<file path="config.mk">
export PLATFORM = sky130hd
export DESIGN_NAME = cpu_req_gen
export DESIGN_NICKNAME = d
export VERILOG_FILES = /design/src/rtl/cpu_req_gen.sv
export SDC_FILE = /design/constraint.sdc
export NUM_CORES = 1
export LEC_CHECK = 0
export ABC_AREA = 1
export ABC_CLOCK_PERIOD_IN_PS = 2400
export BUFFER_PORTS_ARGS = -buffer_cell sky130_fd_sc_hd__buf_2
export CORE_MARGIN = 2
export CORE_UTILIZATION = 55
export CTS_CLUSTER_DIAMETER = 100
export DETAILED_ROUTE_END_ITERATION = 7
export PLACE_DENSITY = 0.81
export SYNTH_ARGS = -nofsm -noshare
export SYNTH_HDL_FRONTEND = slang
export SYNTH_SLANG_ARGS = --single-unit
</file>
<file path="constraint.sdc">
create_clock -name clk -period 2.4 [get_ports clk]
set_clock_uncertainty 0.15 [all_clocks]
set_input_delay 0.48 -clock clk [delete_from_list [all_inputs] [get_ports clk]]
set_output_delay 0.48 -clock clk [all_outputs]
set_load 0.05 [all_outputs]
</file>
<file path="src/rtl/cpu_req_gen.sv">
// cpu_req_gen: writes a deterministic pattern through the cache CPU port, reads it back and counts matches.
// Optional ready watchdog is enabled by defining CPU_REQ_GEN_TIMEOUT_EN.
package cache_def;
    typedef struct packed {
        logic [31:0] addr;
        logic [31:0] data;
        logic        rw;
        logic        valid;
    } cpu_req_type;

    typedef struct packed {
        logic [31:0] data;
        logic        ready;
    } cpu_result_type;
endpackage

module cpu_req_gen #(
    parameter int unsigned NUM_REQ   = 16,
    parameter logic [31:0] BASE_ADDR = 32'h0000_0000,
    parameter logic [31:0] STRIDE    = 32'd4,
    parameter logic [31:0] SEED      = 32'hA5A5_0000
`ifdef CPU_REQ_GEN_TIMEOUT_EN
    ,
    parameter int unsigned TIMEOUT   = 255
`endif
) (
    input  logic                     clk,
    input  logic                     rst,
    input  logic                     start,
    output cache_def::cpu_req_type   cpu_req,
    input  cache_def::cpu_result_type cpu_res,
    output logic                     busy,
    output logic                     done,
    output logic [15:0]              pass_cnt,
    output logic [15:0]              err_cnt,
    output logic                     timeout
);

    typedef enum logic [2:0] {IDLE, WR_REQ, WR_GAP, RD_REQ, RD_GAP, DONE} state_t;

    localparam int IDX_W = (NUM_REQ > 1) ? $clog2(NUM_REQ) : 1;
    localparam logic [IDX_W-1:0] LAST_IDX = IDX_W'(NUM_REQ - 1);

    state_t            r_state, w_stateNext;
    logic [IDX_W-1:0]  r_idx, w_idxNext;
    logic [31:0]       r_addr, w_addrNext, w_addrInc;
    logic [31:0]       r_data, w_dataNext;
    logic              r_rw, w_rwNext;
    logic              r_valid, w_validNext;
    logic              r_cmpPend, r_cmpOk;
    logic [15:0]       r_passCnt, r_errCnt;
    logic              w_handshake, w_startRun, w_last, w_tmo;

    assign w_handshake = r_valid & cpu_res.ready;
    assign w_startRun  = start & ((r_state == IDLE) | (r_state == DONE));
    assign w_last      = (r_idx == LAST_IDX);
    assign w_addrInc   = r_addr + STRIDE;

`ifdef CPU_REQ_GEN_TIMEOUT_EN
    logic [31:0] r_waitCnt;
    logic        r_timeout;

    assign w_tmo = r_valid & ~cpu_res.ready & (r_waitCnt == TIMEOUT - 1);

    always_ff @(posedge clk or negedge rst) begin
        if (!rst) begin
            r_waitCnt <= '0;
            r_timeout <= 1'b0;
        end else if (w_startRun) begin
            r_waitCnt <= '0;
            r_timeout <= 1'b0;
        end else if (r_valid) begin
            if (cpu_res.ready) begin
                r_waitCnt <= '0;
            end else begin
                r_waitCnt <= r_waitCnt + 32'd1;
                if (w_tmo) r_timeout <= 1'b1;
            end
        end
    end

    assign timeout = r_timeout;
`else
    assign w_tmo   = 1'b0;
    assign timeout = 1'b0;
`endif

    always_ff @(posedge clk or negedge rst) begin
        if (!rst) r_state <= IDLE;
        else      r_state <= w_stateNext;
    end

    always_comb begin
        w_stateNext = r_state;
        case (r_state)
            IDLE, DONE: if (start) w_stateNext = WR_REQ;
            WR_REQ:     if (w_tmo) w_stateNext = DONE;
                        else if (w_handshake) w_stateNext = WR_GAP;
            WR_GAP:     w_stateNext = w_last ? RD_REQ : WR_REQ;
            RD_REQ:     if (w_tmo) w_stateNext = DONE;
                        else if (w_handshake) w_stateNext = RD_GAP;
            RD_GAP:     w_stateNext = w_last ? DONE : RD_REQ;
            default:    w_stateNext = IDLE;
        endcase
    end

    // Request fields are prepared one state ahead so valid rises only once the REQ state is entered.
    always_comb begin
        w_idxNext   = r_idx;
        w_addrNext  = r_addr;
        w_dataNext  = r_data;
        w_rwNext    = r_rw;
        w_validNext = 1'b0;
        busy        = 1'b0;
        done        = 1'b0;
        case (r_state)
            IDLE, DONE: begin
                done = (r_state == DONE);
                if (start) begin
                    w_idxNext  = '0;
                    w_addrNext = BASE_ADDR;
                    w_dataNext = BASE_ADDR ^ SEED;
                    w_rwNext   = 1'b1;
                end
            end
            WR_REQ, RD_REQ: begin
                busy        = 1'b1;
                w_validNext = ~w_handshake & ~w_tmo;
            end
            WR_GAP: begin
                busy        = 1'b1;
                w_validNext = 1'b1;
                if (w_last) begin
                    w_idxNext  = '0;
                    w_addrNext = BASE_ADDR;
                    w_dataNext = '0;
                    w_rwNext   = 1'b0;
                end else begin
                    w_idxNext  = r_idx + IDX_W'(1);
                    w_addrNext = w_addrInc;
                    w_dataNext = w_addrInc ^ SEED;
                    w_rwNext   = 1'b1;
                end
            end
            RD_GAP: begin
                busy = 1'b1;
                if (!w_last) begin
                    w_validNext = 1'b1;
                    w_idxNext   = r_idx + IDX_W'(1);
                    w_addrNext  = w_addrInc;
                    w_dataNext  = '0;
                    w_rwNext    = 1'b0;
                end
            end
            default: ;
        endcase
    end

    always_ff @(posedge clk or negedge rst) begin
        if (!rst) begin
            r_idx   <= '0;
            r_addr  <= '0;
            r_data  <= '0;
            r_rw    <= 1'b0;
            r_valid <= 1'b0;
        end else begin
            r_idx   <= w_idxNext;
            r_addr  <= w_addrNext;
            r_data  <= w_dataNext;
            r_rw    <= w_rwNext;
            r_valid <= w_validNext;
        end
    end

    // Read data is judged at the handshake edge; the counters follow one edge later.
    always_ff @(posedge clk or negedge rst) begin
        if (!rst) begin
            r_cmpPend <= 1'b0;
            r_cmpOk   <= 1'b0;
            r_passCnt <= '0;
            r_errCnt  <= '0;
        end else if (w_startRun) begin
            r_cmpPend <= 1'b0;
            r_cmpOk   <= 1'b0;
            r_passCnt <= '0;
            r_errCnt  <= '0;
        end else begin
            r_cmpPend <= w_handshake & ~r_rw;
            if (w_handshake) r_cmpOk <= (cpu_res.data == (r_addr ^ SEED));
            if (r_cmpPend) begin
                if (r_cmpOk)                  r_passCnt <= r_passCnt + 16'd1;
                else if (r_errCnt != 16'hFFFF) r_errCnt  <= r_errCnt + 16'd1;
            end
        end
    end

    always_comb begin
        cpu_req.addr  = r_addr;
        cpu_req.data  = r_data;
        cpu_req.rw    = r_rw;
        cpu_req.valid = r_valid;
    end

    assign pass_cnt = r_passCnt;
    assign err_cnt  = r_errCnt;

endmodule

</file>
Yosys cells after proc, flatten, opt, wreduce, memory -nomap -nowiden:

Index checks and enable logic that the tools add are counted.

* bits in registers: 107
* bits of input ports: 36
* output and inout bits: 101
* word-level logic and storage cells: 83

* add/subtract/negate cells: 4
* equality and inequality tests: 13
* muxes and demuxes: 35
* bitwise logic cells: 8
* reduce and logical (&&, ||, !) cells: 13

Operators with widths (count)
* $mux 32: 6
* $pmux 32 s3: 2
* $mux 16: 7
* $add 16x1->16 const B: 2
* $add 32x3->32 const B: 1
* $eq 32x32->1: 1
* $ne 16x16->1 const B: 1
* $not 8->8: 2
* $pmux 3 s5: 1
* $mux 3: 4
* $mux 4: 3
* $pmux 4 s3: 1
* $reduce_and 3->1: 3
* $mux 1: 8
* $ne 2x2->1 const B: 4
* $reduce_bool 2->1: 4
* $eq 3x2->1 const B: 2
* $eq 3x3->1 const B: 2
* $pmux 1 s3: 2
* $add 4x1->4 const B: 1
* $eq 4x4->1 const B: 1
* $reduce_or 2->1: 2
* $reduce_or 4->1: 1
* $and 1x1->1: 3
* other kinds (8): 9

Longest topological paths before layout:

Gate-level depths: netlist of the first run.

* depth in word-level cells: 5
* mapped depth: 11
* gate-level depth less buffers: 10

Least setup slack after synthesis of the first run:

Ideal clock, no wire load.

* kind: reg2out
* start: reg r_state[2]
* end: out busy
* arrival time: 1.712 ns
* required time: 1.770 ns
* slack: 0.058 ns
* cell stages (with the launch flop): 8
* path buffers: 2
* cell sequence: dfrtp_1 > buf_6 > nor3_2 > inv_1 > nand2_1 > clkbuf_1 > inv_1 > o21ai_0

* longest elaborated chain between the ends: 3
* elaborated cells on any way between the ends: 6
* those cells by class: eq/ne: 4; mux: 1; reduce/logical: 1

RTL lines
* from (decl): RTL line 44 `state_t r_state, w_stateNext;`
* from (signal assigned): RTL line 90 `else r_state <= w_stateNext;`
* $eq 3x3->1 (tied with other cells): RTL line 116 `case (r_state)`
* $reduce_or 4->1 (no line) (*)
* $mux 1 (*): RTL line 116
* to (decl): RTL line 32 `output logic busy,`

Every way passes the cells marked *; elsewhere a longest branch is shown, timed or not.

Worst setup path in the final report of the first run:

* start: reg r_state[0]
* end: out busy

The elaborated chain is that of the path after synthesis.

==> results.ini, run 1 <==
[final_layout]
antenna-diode-count = 0
number_of_nets_in_the_layout = 1067
layout.area.seq_um2 = 2604
filler_cell_count = 1019
multi_input_area_um2 = 3025
final_cell_area_um2 = 7271
drive_gt1_share_pct = 16.76
syn2layout_area_growth_pct = 17.73
finish.utilization_pct = 66.78

[worst_setup_path]
timing.critical_path.slowest_stage_cell = dfrtp_1
worst_ep_arrival_time_ns = 1.61
path_class = flip-flop to output port
worstPathRequired_ns = 1.77
critical-path-top-cell-by-count = inv_1
worst_setup_path_start_kind = flip-flop
critPathMaxStageDelay_ns = 0.47
critical_path.max_fanout = 5
critical_path_buf_inv_count = 3
worstSetupEndpointType = output port
timing.critical_path.cells = nor3_4, inv_1, nand2_1, inv_1, o21ai_0, buf_4
critPathTopFamily = flip-flops

[sta]
max_slew_margin_pct = 55.86
timing.final.crit_share_pct = 93.40
maxSlewViolCount = 0
max_slew.worst_pin.slew_ns = 0.6570
grt_setup_unrepaired = false
report.final.hold_viol_count = 0
totalNegativeSetupSlack_ns = 0
setup_slack_ns = 0.1584
achievable-frequency_mhz = 446.1
final_setup_violation_count = 0
finalCriticalPeriod_ns = 2.242

[placed_design]
placement.cell_area_um2 = 7020
dpl_worst_slack_ns = 0.2768
dp.final_hpwl_mm = 13.46
io_buffer_count = 133
gp_congestion = 0.9510

[synth]
ys.warnings.count = 0
post_synth.cell_area_avg_um2 = 6.955
yosys.cell_types.count = 39
ys_ff_latch = 104
synth_area_leader_cell = dfrtp_1
synth.top_cells.by_count = nand2_1, inv_1, dfrtp_1
synth_area_um2 = 6176
synth_flop_cell = dfrtp_1
asyncSetResetFlopFracSynth_pct = 100.0
synth-seq-area-share_pct = 42.14
synth.most_common_cell = nand2_1
netlist.area_leader.share_pct = 42.14
synth_edf_count = 0
top_post_synthesis_cells_by_area = dfrtp_1, nand2_1, inv_1
synthesis.instances = 888

[die]
fp.coreArea_um2 = 10890
initial_util_pct = 56.72
dieArea_um2 = 12090
fp-row-count = 38
chipHeight_um = 110.0
die_width_um = 110.0
io-pin-count = 137

[drt]
detailroute.wirelength.met2_mm = 8.757
totalWireLength_mm = 18.05
routed_vias = 6542
met1Wirelength_mm = 7.346
drt_first_pass_iters = 5
first_iter_violations = 738
drtAntennaViolNets = 0
post_drt_via_cell_ratio = 5.582
top_signal_layer_used = met4
met3_length_mm = 1.304
wl_per_cell_um = 15.40
post-route-drc-count = 0

[power]
max-vdd-ir-drop_mv = 0.4912
report.power.total_uw = 5890
pwr_density_nw_per_um2 = 810.1
power.static_leakage_uw = 0.003785

[cts]
h-tree-depth = 3
clk-insertion-delay-late_ns = 0.38
clock_path_buffers = 2
cts_inserted_buffers = 9
postcts_setup_bufs = 0
cts_root_buf = clkbuf_8
clk_pin_slew_ns = 0.11
tritoncts_clock_tree = yes
cts_num_sinks = 104

[grt]
antenna_violations_before_repair = 0
vias_in_the_first_global_route = 6188
grt_pass1_wl_mm = 29.50
grt_start_max_net_pins = 53
globalRoute.totalOverflow = 0
total_routing_resource_utilization_after_global_routing_pct = 31.51

[outcome]
outcome = finished, final reports clean

[min_path]
min-delay-path-class = flip-flop to flip-flop

[job]
max_cap_viol_count = 0

[kinds of logic (layout without fill, tap and decap cells)]
kind of cell | Yosys count | after routing | synth area share [%]
xor+xnor | 23 | 23 | 3.262
flops | 104 | 104 | 42.14
buf+inv | 135 | 277 | 9.137
compound gates | 94 | 94 | 8.712
fa+ha+maj | 4 | 4 | 0.8104
simple gates | 527 | 527 | 35.88
other cells | 1 | 3 | 0.06072
[tightest hold or removal path, cell delays in order (launching register included)]
cell,delay [ns]
dfrtp_1,0.36
nand2_1,0.05
nand2_1,0.05
[through the flow]
step | hold slack (ns) | std cells
global placement | 0.2968 | 1155
CTS | 0.3409 | 1172
finish | 0.3371 | 1172
floorplan | 0.03441 | 890
detailed placement | 0.3049 | 1155
global route | 0.3671 | 1172
[timing repair]
action / CTS / global route
endpoints found under the setup margin: 0 / 1
hold buffers: 1 / 0
endpoints found under the hold margin: 29 / 0
resized for setup: 0 / 5
[state kept, by name, summed over array words and instances (netlist names)]
| signal | flops |
|---|---|
| r_addr | 30 |
| r_cmpPend | 1 |
| r_idx | 4 |
| r_state | 3 |
| r_valid | 1 |
| pass_cnt | 16 |
| r_cmpOk | 1 |
| err_cnt | 16 |
| r_data | 31 |
| r_rw | 1 |
[layout by cell type, fill, tap and decap left out, types with 12 or more instances in the layout]
cell type,instances
nand2_1,300
inv_1,109
xor2_1,17
nor2_1,90
buf_2,131
nand3_1,74
dfrtp_1,103
o21ai_0,59
nand4_1,28
buf_4,15
a21oi_1,12
nor3_1,24
[final timing paths]
check	start	end	slack, ns	cells after the start
worst max-delay path	r_state[0]	busy	0.16	6
worst min-delay path	r_data[29]	r_data[29]	0.34	2
worst max register to register	r_addr[2]	r_addr[20]	0.22	8
worst min register to register	r_data[29]	r_data[29]	0.34	2
max in group asynchronous	rst	r_state[2]	0.96	3
min in group asynchronous	rst	r_data[19]	0.44	2
[layout make-up]
type | count | share of cell area (%)
inverters | 112 | 5.782
repair buffers | 149 | 11.25
flip-flops and latches | 104 | 35.81
clock buffers | 11 | 1.945
multi-input cells | 651 | 41.61
well taps | 140 | 2.409
clock inverters | 5 | 1.187
[report_power, final]
part	switching (µW)	internal, µW
Sequential	183	1950
Combinational	1890	586
Clock	654	627
Total	2730	3160
[layer usage]
metal	up-vias	GRT usage (%)
met2	295	53.02
met5	-	0
li1	3115	-
met3	52	4.505
met4	0	13.47
met1	3080	40.45
Power figures use the tool's default switching activity.
==> run 2, diff against run 1 <==
Settings changed: CORE_ASPECT_RATIO from default to 1.75.
==> run 2 against run 1 <==
  * Sequential power about the same
  * Clock-buffer cell count shrank 2
  * Critical path depth did not move
  * Register-to-register slack barely moved
  * Combinational power up 2%
  * Worst setup slack worse by 0.087 ns
  * Non-clock buffer count is 2 higher
==> results.ini, run 2 (synthesis gave the netlist of run 1 again) <==
[final_layout]
drive_gt1_share_pct = 16.75  ; about the same
syn2layout_area_growth_pct = 18.86
largest_reg_flops = 31  ; unchanged
layout.cells.most_common = nand2_1
filler_cell_count = 1045  ; +2.6%
final_cell_mix = nand2_1, buf_2, inv_1
number_of_nets_in_the_layout = 1069  ; +0.19%
largest_registers = r_data x31, r_addr x30
regMostFlops = r_data
finish.utilization_pct = 66.50  ; -0.28 points
antenna-diode-count = 0  ; unchanged
final_cell_area_um2 = 7341  ; +0.96%

[power]
report.power.total_uw = 6095  ; +3.5%
power.static_leakage_uw = 0.003826  ; +1.1%
max-vdd-ir-drop_mv = 0.5415  ; +10%
pwr_density_nw_per_um2 = 830.2  ; +2.5%

[die]
chipHeight_um = 144.2  ; +31%
dieArea_um2 = 12130  ; +0.28%
die_width_um = 84.11  ; -24%
fp-row-count = 51  ; +34%
fp.coreArea_um2 = 11040  ; +1.4%
initial_util_pct = 55.94  ; -0.78 points
io-pin-count = 137  ; unchanged

[drt]
post-route-drc-count = 0  ; unchanged
routed_vias = 6461  ; -1.2%
post_drt_via_cell_ratio = 5.546  ; -0.64%
drt_first_pass_iters = 5  ; unchanged
first_iter_violations = 416  ; -44%
drtAntennaViolNets = 0  ; unchanged
totalWireLength_mm = 18.67  ; +3.4%
wl_per_cell_um = 16.03  ; +4.0%

[cts]
clk_pin_slew_ns = 0.07  ; -0.04 ns
clock_path_buffers = 2  ; unchanged
clk-insertion-delay-late_ns = 0.34  ; -0.04 ns
tritoncts_clock_tree = yes
h-tree-depth = 3  ; unchanged
cts_inserted_buffers = 9  ; unchanged
cts_root_buf = clkbuf_16
cts_num_sinks = 104  ; unchanged
postcts_setup_bufs = 0  ; unchanged

[sta]
final_setup_violation_count = 0  ; unchanged
max_slew_margin_pct = 65.52  ; +9.7 points
achievable-frequency_mhz = 429.5  ; -3.7%
tightest_hold_margin_ns = 0.3161  ; -0.02093 ns
max_slew.worst_pin.slew_ns = 0.5132  ; -0.1439 ns
maxSlewViolCount = 0  ; unchanged
timing.final.crit_share_pct = 97.01  ; +3.6 points
finalCriticalPeriod_ns = 2.328  ; +0.08654 ns
report.final.hold_viol_count = 0  ; unchanged
totalNegativeSetupSlack_ns = 0  ; unchanged

[worst_setup_path]
critical_path.max_fanout = 9  ; +4
worst_ep_arrival_time_ns = 1.70  ; +0.09 ns
path_class = flip-flop to output port
worstSetupEndpointType = output port
worst_setup_path_start_kind = flip-flop
worstPathRequired_ns = 1.77  ; about the same

[grt]
globalRoute.totalOverflow = 0  ; unchanged
antenna_violations_before_repair = 0  ; unchanged
vias_in_the_first_global_route = 6375  ; +3.0%
grt_pass1_wl_mm = 29.97  ; +1.6%
total_routing_resource_utilization_after_global_routing_pct = 31.29  ; -0.22 points
grt_start_max_net_pins = 66  ; +25%

[min_path]
min-delay-path-class = flip-flop to flip-flop

[placed_design]
placement.cell_area_um2 = 7038  ; +0.25%
dp.final_hpwl_mm = 14.48  ; +7.6%
gp_congestion = 1.060  ; +11%
io_buffer_count = 133  ; unchanged

[outcome]
outcome = finished, final reports clean

[job]
max_cap_viol_count = 0  ; unchanged

-- run 2: cell types whose count changed in the layout (fill, tap and decap cells not counted), moves of 2 or more --
cell       change
clkbuf_16      +9
clkbuf_8      -10
clkinv_2       +3
inv_6          -2
-- run 2: path summary, 6_finish.rpt --
| path | from | end | slack [ns] | cells past startpoint |
|---|---|---|---|---|
| hold reg to reg | r_rw | r_cmpPend | 0.32 | 1 |
| max in group asynchronous | rst | r_data[12] | 1.06 | 3 |
| min in group asynchronous | rst | err_cnt[14] | 0.40 | 2 |
| setup reg to reg | r_addr[3] | r_data[16] | 0.23 | 7 |
| setup / recovery | r_state[2] | busy | 0.07 | 6 |
| hold / removal | r_rw | r_cmpPend | 0.32 | 1 |
-- run 2: where the power goes --
part	switching (µW)	internal [µW]	leakage (µW)
combinational	1880	638	0.00227
sequential	177	1950	0.00142
clock	650	800	0.000141
-- run 2: what timing repair did --
| action | CTS | global route |
|---|---|---|
| hold buffers | 1 | 0 |
| resized for setup | 0 | 1 |
| endpoints found under the setup margin | 0 | 1 |
| hold endpoints to repair | 17 | 0 |
-- run 2: stage by stage --
step / worst slack [ns] / std cells
after CTS: 0.05886 / 1165
after global placement: 0.3007 / 1149
after floorplan: 0.05798 / 890
after global routing: -0.003878 / 1165
final: 0.07185 / 1165
after detailed placement: 0.2456 / 1149
-- run 2: worst max-delay path: stages, from the launching register on --
cell and delay [ns]:
dfrtp_1 0.50, nor3_4 0.29, inv_1 0.06, nand2_1 0.08, inv_1 0.06, o21ai_0 0.08, buf_2 0.29
-- run 2: layout make-up --
class | instances | area, µm² | area share (%)
Clock inverter | 6 | 61.31 | 0.8352
Multi-Input combinational cell | 651 | 3023 | 41.18
Clock buffer | 9 | 225.2 | 3.068
Inverter | 112 | 420.4 | 5.727
Tap cell | 132 | 165.2 | 2.250
Sequential cell | 104 | 2603 | 35.45
Timing Repair Buffer | 151 | 843.3 | 11.49
-- run 2: per-layer routing --
metal	share of wire [%]	global-route usage, %	vias up
met2	52	56.93	300
met5	0	0	-
li1	-	-	3112
met1	35	33.14	2960
met4	6.6	21.14	0
met3	6.1	4.338	89
==> run 3, diff against run 2 <==
Settings changed: ABC_AREA 1 to 0, CORE_UTILIZATION 55 to 54, PLACE_DENSITY 0.81 to 0.8.
==> run 3 against run 2 <==
  * Area after synthesis fell by 5.6%
  * Die area shrank 3.7%
  * Maximum frequency up 4.4%
  * Synthesized cell count is 30% lower
  * Cell area shrank 5.3%
  * Flip-flop and latch count unchanged
  * Utilization is 1.2 points lower
  * Non-clock buffer count up 8
  * Register-to-register slack worse by 0.03 ns
  * Clock-buffer cell count is 2 higher
  * Largest cell class unchanged
  * Highest routed layer unchanged
==> results.ini, run 3 <==
[synth]
post_synth.cell_area_avg_um2 = 9.346  ; +34%
synth_area_leader_cell = dfrtp_1
yosys.cell_types.count = 63  ; +62%
synthesis.instances = 624  ; -30%
asyncSetResetFlopFracSynth_pct = 100.0  ; unchanged
netlist.area_leader.share_pct = 44.63  ; +2.5 points
synth-seq-area-share_pct = 44.63  ; +2.5 points
synth_flop_cell = dfrtp_1
top_post_synthesis_cells_by_area = dfrtp_1, xor2_1, xnor2_1
synth.most_common_cell = dfrtp_1
synth_area_um2 = 5832  ; -5.6%
ys_ff_latch = 104  ; unchanged
ys.warnings.count = 0  ; unchanged
synth.top_cells.by_count = dfrtp_1, nand2_1, o21ai_0
synth_edf_count = 0  ; unchanged

[worst_setup_path]
worst_ep_arrival_time_ns = 1.60  ; -0.10 ns
worstPathRequired_ns = 1.77  ; about the same
critical_path_buf_inv_count = 1  ; -2
worstSetupEndpointType = output port
worst_setup_path_start_kind = flip-flop
timing.critical_path.cells = nand2b_1, nor2_1, buf_2
critPathMaxStageDelay_ns = 0.54  ; +0.04 ns
critPathTopFamily = flip-flops
timing.critical_path.slowest_stage_cell = dfrtp_1
path_class = flip-flop to output port
critical_path.max_fanout = 12  ; +3

[power]
cellInternalPower_uw = 3222  ; -4.9%
pwr_density_nw_per_um2 = 768.3  ; -7.5%
net_load_switching_power_uw = 2118  ; -22%
switching_fraction_pct = 39.66  ; -4.8 points
max-vdd-ir-drop_mv = 0.5600  ; +3.4%
clock_power_share_pct = 26.2  ; +2.4 points
power.static_leakage_uw = 0.003289  ; -14%
seq_power_share_pct = 38.4  ; +3.5 points
comb_power_share_pct = 35.5  ; -5.8 points

[min_path]
min-delay-path-class = input port to asynchronous set/reset pin

[final_layout]
layout.cells.most_common = buf_2
final_cell_area_um2 = 6949  ; -5.3%
final_cell_mix = buf_2, dfrtp_1, nand2_1
regMostFlops = r_data
layoutNonFillerInstCount = 882  ; -24%
largest_registers = r_data x31, r_addr x30
largest_reg_flops = 31  ; unchanged
number_of_nets_in_the_layout = 787  ; -26%
finish.utilization_pct = 65.34  ; -1.2 points
syn2layout_area_growth_pct = 19.16
antenna-diode-count = 0  ; unchanged
drive_gt1_share_pct = 25.93  ; +9.2 points

[grt]
grt_start_max_net_pins = 71  ; +7.6%
vias_in_the_first_global_route = 5175  ; -19%
grt_pass1_wl_mm = 24.94  ; -17%
globalRoute.totalOverflow = 0  ; unchanged
antenna_violations_before_repair = 0  ; unchanged
total_routing_resource_utilization_after_global_routing_pct = 27.52  ; -3.8 points

[sta]
max_slew_margin_pct = 54.74  ; -11 points
report.final.hold_viol_count = 0  ; unchanged
maxSlewViolCount = 0  ; unchanged
timing.final.crit_share_pct = 92.91  ; -4.1 points
finalCriticalPeriod_ns = 2.230  ; -0.09825 ns
achievable-frequency_mhz = 448.5  ; +4.4%
max_slew.worst_pin.slew_ns = 0.6727  ; +0.1595 ns
totalNegativeSetupSlack_ns = 0  ; unchanged
final_setup_violation_count = 0  ; unchanged
tightest_hold_margin_ns = 0.3362  ; +0.02009 ns
grt_setup_unrepaired = false

[cts]
clk_pin_slew_ns = 0.07  ; about the same
cts_root_buf = clkbuf_16
clock_path_buffers = 2  ; unchanged
h-tree-depth = 3  ; unchanged
cts_inserted_buffers = 9  ; unchanged
clk-insertion-delay-late_ns = 0.35  ; about the same
cts_num_sinks = 104  ; unchanged
tritoncts_clock_tree = yes
cts-resized-gates = 0  ; unchanged

[drt]
totalWireLength_mm = 15.44  ; -17%
drtAntennaViolNets = 0  ; unchanged
post_drt_via_cell_ratio = 5.916  ; +6.7%
routed_vias = 5218  ; -19%
wl_per_cell_um = 17.51  ; +9.3%
first_iter_violations = 249  ; -40%
drt_first_pass_iters = 6  ; +1
post-route-drc-count = 0  ; unchanged

[die]
io-pin-count = 137  ; unchanged
fp-row-count = 50  ; -2.0%
die_width_um = 82.56  ; -1.8%
fp.coreArea_um2 = 10640  ; -3.7%
dieArea_um2 = 11680  ; -3.7%
chipHeight_um = 141.5  ; -1.9%
initial_util_pct = 54.84  ; -1.1 points

[placed_design]
gp_congestion = 0.9153  ; -14%
placement.cell_area_um2 = 6656  ; -5.4%
io_buffer_count = 133  ; unchanged
dpl.cell_count = 865  ; -25%
dp.final_hpwl_mm = 11.31  ; -22%

[outcome]
outcome = finished, final reports clean

[job]
max_cap_viol_count = 0  ; unchanged

[run 3: changes by cell type in the layout (fill, tap and decap cells not counted), sizes merged, moves of 18 or more]
cell,previous run,this run
nor2,91,54
xnor2,6,39
nand3,75,30
nand2,302,57
xor2,17,44
inv,110,19
nor3,25,7
[run 3: power by group through the flow]
stage          Sequential (µW)  Clock (µW)  Combinational, µW
2_1_floorplan             2390           0               1010
3_3_place_gp              2060           0               1850
3_5_place_dp              2080           0               1890
4_1_cts                   2050        1440               1900
5_1_grt                   2070        1500               2040
6_report                  2050        1400               1890
[run 3: cells by family (layout without fill, tap and decap cells)]
| family | Yosys count | after routing | share of synthesized area (%) |
|---|---|---|---|
| DFF | 104 | 104 | 44.63 |
| buffers and inverters | 66 | 192 | 5.471 |
| other | 1 | 3 | 0.06430 |
| xor gates and xnor gates | 83 | 83 | 12.47 |
| adders and majority gates | 4 | 4 | 0.8582 |
| AOI/OAI and AO/OA | 145 | 145 | 16.26 |
| muxes | 2 | 2 | 0.3433 |
| and+or+nand+nor | 219 | 219 | 19.91 |
[run 3: worst paths after layout]
path | end | depth (start not counted) | startpoint | slack, ns
setup reg to reg | pass_cnt[9] | 6 | r_state[2] | 0.20
max in group asynchronous | r_state[0] | 3 | rst | 1.17
hold / removal | err_cnt[7] | 2 | rst | 0.34
min in group clk | r_data[5] | 2 | r_data[5] | 0.34
hold reg to reg | r_data[5] | 2 | r_data[5] | 0.34
setup / recovery | done | 3 | r_state[2] | 0.17
[run 3: stage by stage]
stage / total power (µW) / setup WS (ns)
after global placement: 3915 / 0.3135
after CTS: 5382 / 0.1771
final: 5339 / 0.1701
after detailed placement: 3972 / 0.2656
after global routing: 5610 / 0.05309
after floorplan: 3401 / 0.04764
[run 3: layer usage]
| metal | track usage, % | vias to the layer above | share of wire (%) |
|---|---|---|---|
| met3 | 4.326 | 41 | 6.0 |
| met4 | 11.82 | 0 | 3.3 |
| li1 | - | 2430 | - |
| met1 | 31.88 | 2528 | 38 |
| met5 | 0 | - | 0 |
| met2 | 48.77 | 219 | 53 |
[run 3: area by class of cell]
| type | count | area, µm² |
|---|---|---|
| fillers | 885 | 3686 |
| multi-input cells | 456 | 2934 |
| flip-flops and latches | 104 | 2603 |
| repair buffers | 159 | 903.4 |
| clock buffers | 11 | 242.7 |
| well taps | 130 | 162.7 |
| inverters | 17 | 63.81 |
| clock inverters | 5 | 40.04 |
[run 3: repair_timing]
action	4_1_cts	5_1_grt
buffers inserted	0	0
hold buffers	1	0
hold endpoints to repair	6	0
